### src/rtl/riscv_wb_arbiter.sv
`default_nettype none
// ============================================================================
// Module      : riscv_wb_arbiter
// Description : Writeback arbiter for the single register-file write port.
//               It merges ALU results with buffered load results and keeps the
//               busy scoreboard for rs1/rs2. Optional forwarding is enabled
//               with macro WB_BYPASS_EN.
// Revision    : 1.0 - initial release
// ============================================================================
module riscv_wb_arbiter #(
    parameter int WORD_LENGTH    = 32,
    parameter int ADDR_LENGTH    = 5,
    parameter int NUM_REGS       = 32,
    parameter int LSU_FIFO_DEPTH = 2,
    parameter int STARVE_LIMIT   = 4
) (
    input  logic                   clk,
    input  logic                   rst_n,
    input  logic                   alu_valid,
    output logic                   alu_ready,
    input  logic [ADDR_LENGTH-1:0] alu_rd,
    input  logic [WORD_LENGTH-1:0] alu_data,
    input  logic                   lsu_valid,
    output logic                   lsu_ready,
    input  logic [ADDR_LENGTH-1:0] lsu_rd,
    input  logic [WORD_LENGTH-1:0] lsu_data,
    input  logic                   issue_valid,
    input  logic [ADDR_LENGTH-1:0] issue_rd,
    input  logic [ADDR_LENGTH-1:0] rs1_addr,
    input  logic [ADDR_LENGTH-1:0] rs2_addr,
    output logic                   rs1_busy,
    output logic                   rs2_busy,
    output logic                   write_en,
    output logic [ADDR_LENGTH-1:0] write_addr,
    output logic [WORD_LENGTH-1:0] data
`ifdef WB_BYPASS_EN
    ,
    output logic                   fwd1_hit,
    output logic                   fwd2_hit,
    output logic [WORD_LENGTH-1:0] fwd1_data,
    output logic [WORD_LENGTH-1:0] fwd2_data
`endif
);

    localparam int c_ptr_w = (LSU_FIFO_DEPTH > 1) ? $clog2(LSU_FIFO_DEPTH) : 1;
    localparam int c_cnt_w = $clog2(LSU_FIFO_DEPTH + 1);
    localparam int c_stv_w = $clog2(STARVE_LIMIT + 1);
    localparam int c_ent_w = ADDR_LENGTH + WORD_LENGTH;
    localparam logic [c_ptr_w-1:0] c_ptr_last = c_ptr_w'(LSU_FIFO_DEPTH - 1);
    localparam logic [c_cnt_w-1:0] c_depth    = c_cnt_w'(LSU_FIFO_DEPTH);
    localparam logic [c_stv_w-1:0] c_starve   = c_stv_w'(STARVE_LIMIT);

    logic [c_ent_w-1:0]     fifo_q [LSU_FIFO_DEPTH];
    logic [c_ent_w-1:0]     fifo_d [LSU_FIFO_DEPTH];
    logic [c_ptr_w-1:0]     wr_ptr_q, wr_ptr_d, rd_ptr_q, rd_ptr_d;
    logic [c_cnt_w-1:0]     count_q, count_d;
    logic [c_stv_w-1:0]     starve_q, starve_d;
    logic                   write_en_q, write_en_d;
    logic [ADDR_LENGTH-1:0] write_addr_q, write_addr_d;
    logic [WORD_LENGTH-1:0] data_q, data_d;
    logic [NUM_REGS-1:0]    busy_q, busy_d;

    logic                   w_push, w_pop, w_alu_grant, w_fifo_empty;
    logic [ADDR_LENGTH-1:0] w_head_rd;
    logic [WORD_LENGTH-1:0] w_head_data;
    logic                   w_rs1_sb, w_rs2_sb, w_hit1, w_hit2;

    function automatic logic [c_ptr_w-1:0] ptr_next(input logic [c_ptr_w-1:0] p);
        return (p == c_ptr_last) ? '0 : p + 1'b1;
    endfunction

    assign alu_ready  = (starve_q != c_starve);
    assign lsu_ready  = (count_q != c_depth);
    assign write_en   = write_en_q;
    assign write_addr = write_addr_q;
    assign data       = data_q;

    always_comb begin
        w_alu_grant  = alu_valid && alu_ready;
        w_push       = lsu_valid && lsu_ready;
        w_fifo_empty = (count_q == '0);
        // Only registered count gates the pop, so a fresh push waits one edge.
        w_pop        = !w_alu_grant && !w_fifo_empty;
        {w_head_rd, w_head_data} = fifo_q[rd_ptr_q];

        fifo_d   = fifo_q;
        wr_ptr_d = wr_ptr_q;
        rd_ptr_d = rd_ptr_q;
        count_d  = count_q;
        if (w_push) begin
            fifo_d[wr_ptr_q] = {lsu_rd, lsu_data};
            wr_ptr_d         = ptr_next(wr_ptr_q);
        end
        if (w_pop) begin
            rd_ptr_d = ptr_next(rd_ptr_q);
        end
        case ({w_push, w_pop})
            2'b10:   count_d = count_q + 1'b1;
            2'b01:   count_d = count_q - 1'b1;
            default: count_d = count_q;
        endcase

        starve_d = starve_q;
        if (w_pop || w_fifo_empty) begin
            starve_d = '0;
        end else if (w_alu_grant) begin
            starve_d = starve_q + 1'b1;
        end

        write_en_d   = 1'b0;
        write_addr_d = write_addr_q;
        data_d       = data_q;
        if (w_alu_grant) begin
            write_en_d   = (alu_rd != '0);
            write_addr_d = alu_rd;
            data_d       = alu_data;
        end else if (w_pop) begin
            write_en_d   = (w_head_rd != '0);
            write_addr_d = w_head_rd;
            data_d       = w_head_data;
        end

        // Clear on commit first so a same-edge issue of that register wins.
        busy_d = busy_q;
        for (int i = 1; i < NUM_REGS; i++) begin
            if (write_en_q && write_addr_q == ADDR_LENGTH'(i)) busy_d[i] = 1'b0;
            if (issue_valid && issue_rd == ADDR_LENGTH'(i))    busy_d[i] = 1'b1;
        end
    end

    always_comb begin
        w_rs1_sb = 1'b0;
        w_rs2_sb = 1'b0;
        for (int i = 0; i < NUM_REGS; i++) begin
            if (rs1_addr == ADDR_LENGTH'(i)) w_rs1_sb = busy_q[i];
            if (rs2_addr == ADDR_LENGTH'(i)) w_rs2_sb = busy_q[i];
        end
`ifdef WB_BYPASS_EN
        w_hit1 = write_en_q && (write_addr_q != '0) && (write_addr_q == rs1_addr);
        w_hit2 = write_en_q && (write_addr_q != '0) && (write_addr_q == rs2_addr);
`else
        w_hit1 = 1'b0;
        w_hit2 = 1'b0;
`endif
        rs1_busy = w_rs1_sb && !w_hit1;
        rs2_busy = w_rs2_sb && !w_hit2;
    end

`ifdef WB_BYPASS_EN
    assign fwd1_hit  = w_hit1;
    assign fwd2_hit  = w_hit2;
    assign fwd1_data = data_q;
    assign fwd2_data = data_q;
`endif

    always_ff @(posedge clk or negedge rst_n) begin
        if (!rst_n) begin
            fifo_q       <= '{default: '0};
            wr_ptr_q     <= '0;
            rd_ptr_q     <= '0;
            count_q      <= '0;
            starve_q     <= '0;
            write_en_q   <= 1'b0;
            write_addr_q <= '0;
            data_q       <= '0;
            busy_q       <= '0;
        end else begin
            fifo_q       <= fifo_d;
            wr_ptr_q     <= wr_ptr_d;
            rd_ptr_q     <= rd_ptr_d;
            count_q      <= count_d;
            starve_q     <= starve_d;
            write_en_q   <= write_en_d;
            write_addr_q <= write_addr_d;
            data_q       <= data_d;
            busy_q       <= busy_d;
        end
    end

endmodule
`default_nettype wire
### config.mk
export PLATFORM = sky130hd
export DESIGN_NAME = riscv_wb_arbiter
export DESIGN_NICKNAME = d
export VERILOG_FILES = /design/src/rtl/riscv_wb_arbiter.sv
export SDC_FILE = /design/constraint.sdc
export NUM_CORES = 1
export LEC_CHECK = 0
export CORE_ASPECT_RATIO = 0.7
export CORE_MARGIN = 4
export CORE_UTILIZATION = 39
export CTS_CLUSTER_SIZE = 25
export DETAILED_ROUTE_END_ITERATION = 6
export DONT_BUFFER_PORTS = 1
export MAX_ROUTING_LAYER = met4
export SYNTH_ARGS = -nofsm -noshare
export SYNTH_HDL_FRONTEND = slang
export SYNTH_SLANG_ARGS = --single-unit
### constraint.sdc
create_clock -name clk -period 2.9 [get_ports clk]
set_input_delay 0.29 -clock clk [delete_from_list [all_inputs] [get_ports clk]]
set_output_delay 0.29 -clock clk [all_outputs]
set_load 0.01 [all_outputs]
==> qor.yml <==
syn_nets: 824
power_w: 0.009278
gr-usage-all-layers_pct: 18.74
r2r_start: "starve_q[0]"
path_max_fanout: 3
tightest_slew_ns: 0.6883
cts.sink_count: 150
fin_crit_sh_pct: 75.81
routed_wl_um: 19890
worstPathRequired_ns: 2.61
status: "finished with violations"
peakVddDrop_mv: 0.4462
comb_power_share_pct: 31.4
ys_top_cells_by_area: "dfrtp_1 50%, mux2_2 11%, o21ai_0 8.2%"
via_per_inst: 5.687
grt_max_degree: 151
p_per_area_nw_per_um2: 1052
area_delta_synth_final_pct: 17.24
cts_tree: "done"
io_buffers: 0
rsz0062_at_grt: "false"
initial_core_util_pct: 39.78
h-tree-depth: 4
grt_use_met1_pct: 24.98
grt_pass1_wl_um: 31530
p_leak_nw: 3.688
drc: 0
cts.clk_slew.worst_paths_ns: 0.07
dr.pass1.iters: 7
avgRoutedWirePerCell_um: 19.38
fmax_mhz: 454.8
violations: "negative hold slack"
antenna_found_initial: 1
nFillCells: 1720
seqPwrFrac_pct: 45.0
yosysSeqAreaShare_pct: 49.88
synthFlopType: "dfrtp_1"
postSynth.asyncResetShare_pct: 100.0
synth-edff-count: 0
yosys_warnings: 0
finClkSkew_ns: 0.01807
period_needed_ns: 2.199
root_buffer: "clkbuf_16"
ios: 136
nets: 867
worstSetupPathType: "flip-flop to output pin"
clock_path_buffers: 2
die_w_um: 174.0
rows: 42
final_common_cell: "dfrtp_1"
cp-end-kind: "output pin"
overflow: 0
grt_util_met3_pct: 7.508
grt_pass1_vias: 5823
slew_viol_final: 0
final_cell_mix: "149 x dfrtp_1, 123 x o21ai_0, 74 x mux2_2, 60 x nand2_1, 59 x dlygate4sd3_1"
hold_viol_final: 150
p_sw_w: 0.003437
num_vias: 5835
die_area_um2: 21620
postRouteAntennaNets: 0
swShare_pct: 37.04
die_height_um: 124.2
pwr-share-clk_pct: 23.6
ctsResizeCount: 0
yosysTopAreaCell: "dfrtp_1"
ys_ff_latch: 150
hold_class: "input port to async pin"
synth_area_um2: 7525
hold-worst-slack_ns: -0.4424
dpl.hpwl_um: 13760
drt_iter0_drc: 587
synth_top_area_share_pct: 49.88
arrival_ns: 1.91
avgSynthCellArea_um2: 10.35
routabilityCongestion: 0.9152
coreArea_um2: 18920
final_layout_size_suffix_gt1_share_pct: 16.22
met2_usage_pct: 26.48
setup_violations: 0
fin_setup_tns_ns: 0
drv_cap: 0
yosysUniqueCellTypes: 53
busiest_layer: "met2"
maxSlewHeadroom_pct: 54.12
ff2ff_setup_slack_ns: 0.80
netlist_instances: 727
clk-insertion-delay-late_ns: 0.42
crit_start: "busy_q[5]"
cell_internal_pwr_w: 0.005841
startpoint_type: "flip-flop"
postCtsSetupBuffers: 0
cts_made_buffers: 17
## routing by layer
metal | up-vias | routed length, µm
met5 | - | 0
li1 | 2689 | -
met1 | 2908 | 8955
met4 | 0 | 263
met3 | 23 | 1882
met2 | 215 | 8786
## area by class of cell
cell class | instances | area (µm²) | area share [%]
Sequential cell | 150 | 3755 | 42.56
Multi-Input combinational cell | 523 | 3478 | 39.43
Timing Repair Buffer | 65 | 648.1 | 7.346
Clock buffer | 18 | 429.2 | 4.865
Tap cell | 242 | 302.8 | 3.432
Clock inverter | 14 | 157.7 | 1.787
Inverter | 13 | 48.80 | 0.5531
Antenna cell | 1 | 2.502 | 0.02836
## kinds of logic (layout without fill, tap and decap cells)
family                   after synthesis  count (layout)  share of synthesized area [%]
AND/OR/NAND/NOR                      191             191                          12.47
other                                  0               1                              0
AO/OA/AOI/OAI                        204             204                          14.92
adder cells (fa/ha/maj)                3               3                         0.4989
XOR/XNOR                               6               6                         0.6985
multiplexers                         119             119                          17.53
buffers and inverters                 54             110                          4.007
flip-flops                           150             150                          49.88
## stage by stage
| step | instances | util [%] | area (µm²) | setup WS, ns |
|---|---|---|---|---|
| 2_1_floorplan | 727 | - | 7525 | 0.9858 |
| 3_3_place_gp | 934 | 40.40 | 7642 | 0.8719 |
| 5_1_grt | 1026 | 46.63 | 8822 | 0.5856 |
| 3_5_place_dp | 934 | 40.40 | 7642 | 0.7970 |
| 4_1_cts | 1017 | 46.20 | 8740 | 0.6862 |
| 6_report | 1026 | 46.63 | 8822 | 0.7014 |
## flip-flops by register name (all words and copies together), names as in the netlist
signal,flops
busy_q,31
count_q,2
data,32
fifo_q,74
rd_ptr_q,1
starve_q,3
wr_ptr_q,1
write_addr,5
write_en,1
## worst max-delay path, cell delays in order (launching register included)
cell      delay (ns)
dfrtp_1         0.43
mux2_4          0.28
a221oi_2        0.25
nor3_2          0.07
a22oi_1         0.19
a211o_1         0.14
a31oi_1         0.14
## power by group through the flow
stage          clock network, W  registers (W)  logic [W]
6_report                0.00219        0.00417    0.00292
5_1_grt                 0.00233        0.00430    0.00329
3_5_place_dp                  0        0.00420    0.00286
3_3_place_gp                  0        0.00414    0.00278
4_1_cts                 0.00224        0.00416    0.00293
2_1_floorplan                 0        0.00373    0.00252
## Yosys cell counts, types with 9 or more instances
cell and n:
nand3b_1 9, buf_2 13, clkbuf_1 14, a21oi_1 42
dfrtp_1 150, nand3_1 13, nor2_1 49, inv_1 12
nor2b_1 9, mux2i_1 41, nand2b_1 17, nand2_1 60
mux2_2 74, o21ai_0 123
## path summary, 6_finish.rpt
path / cells past startpoint / to
worst min-delay path: 0 / fifo_q[56]
worst max-delay path: 6 / rs1_busy
worst max register to register: 8 / count_q[1]
worst min register to register: 1 / fifo_q[2]
min in group clk: 1 / fifo_q[64]
max in group asynchronous: 0 / fifo_q[2]
## what timing repair did
item / CTS / global route
hold endpoints to repair: 204 / 160
hold buffers: 51 / 8
endpoints found under the setup margin: 0 / 0
No activity file was read; power rests on OpenSTA's default activity.
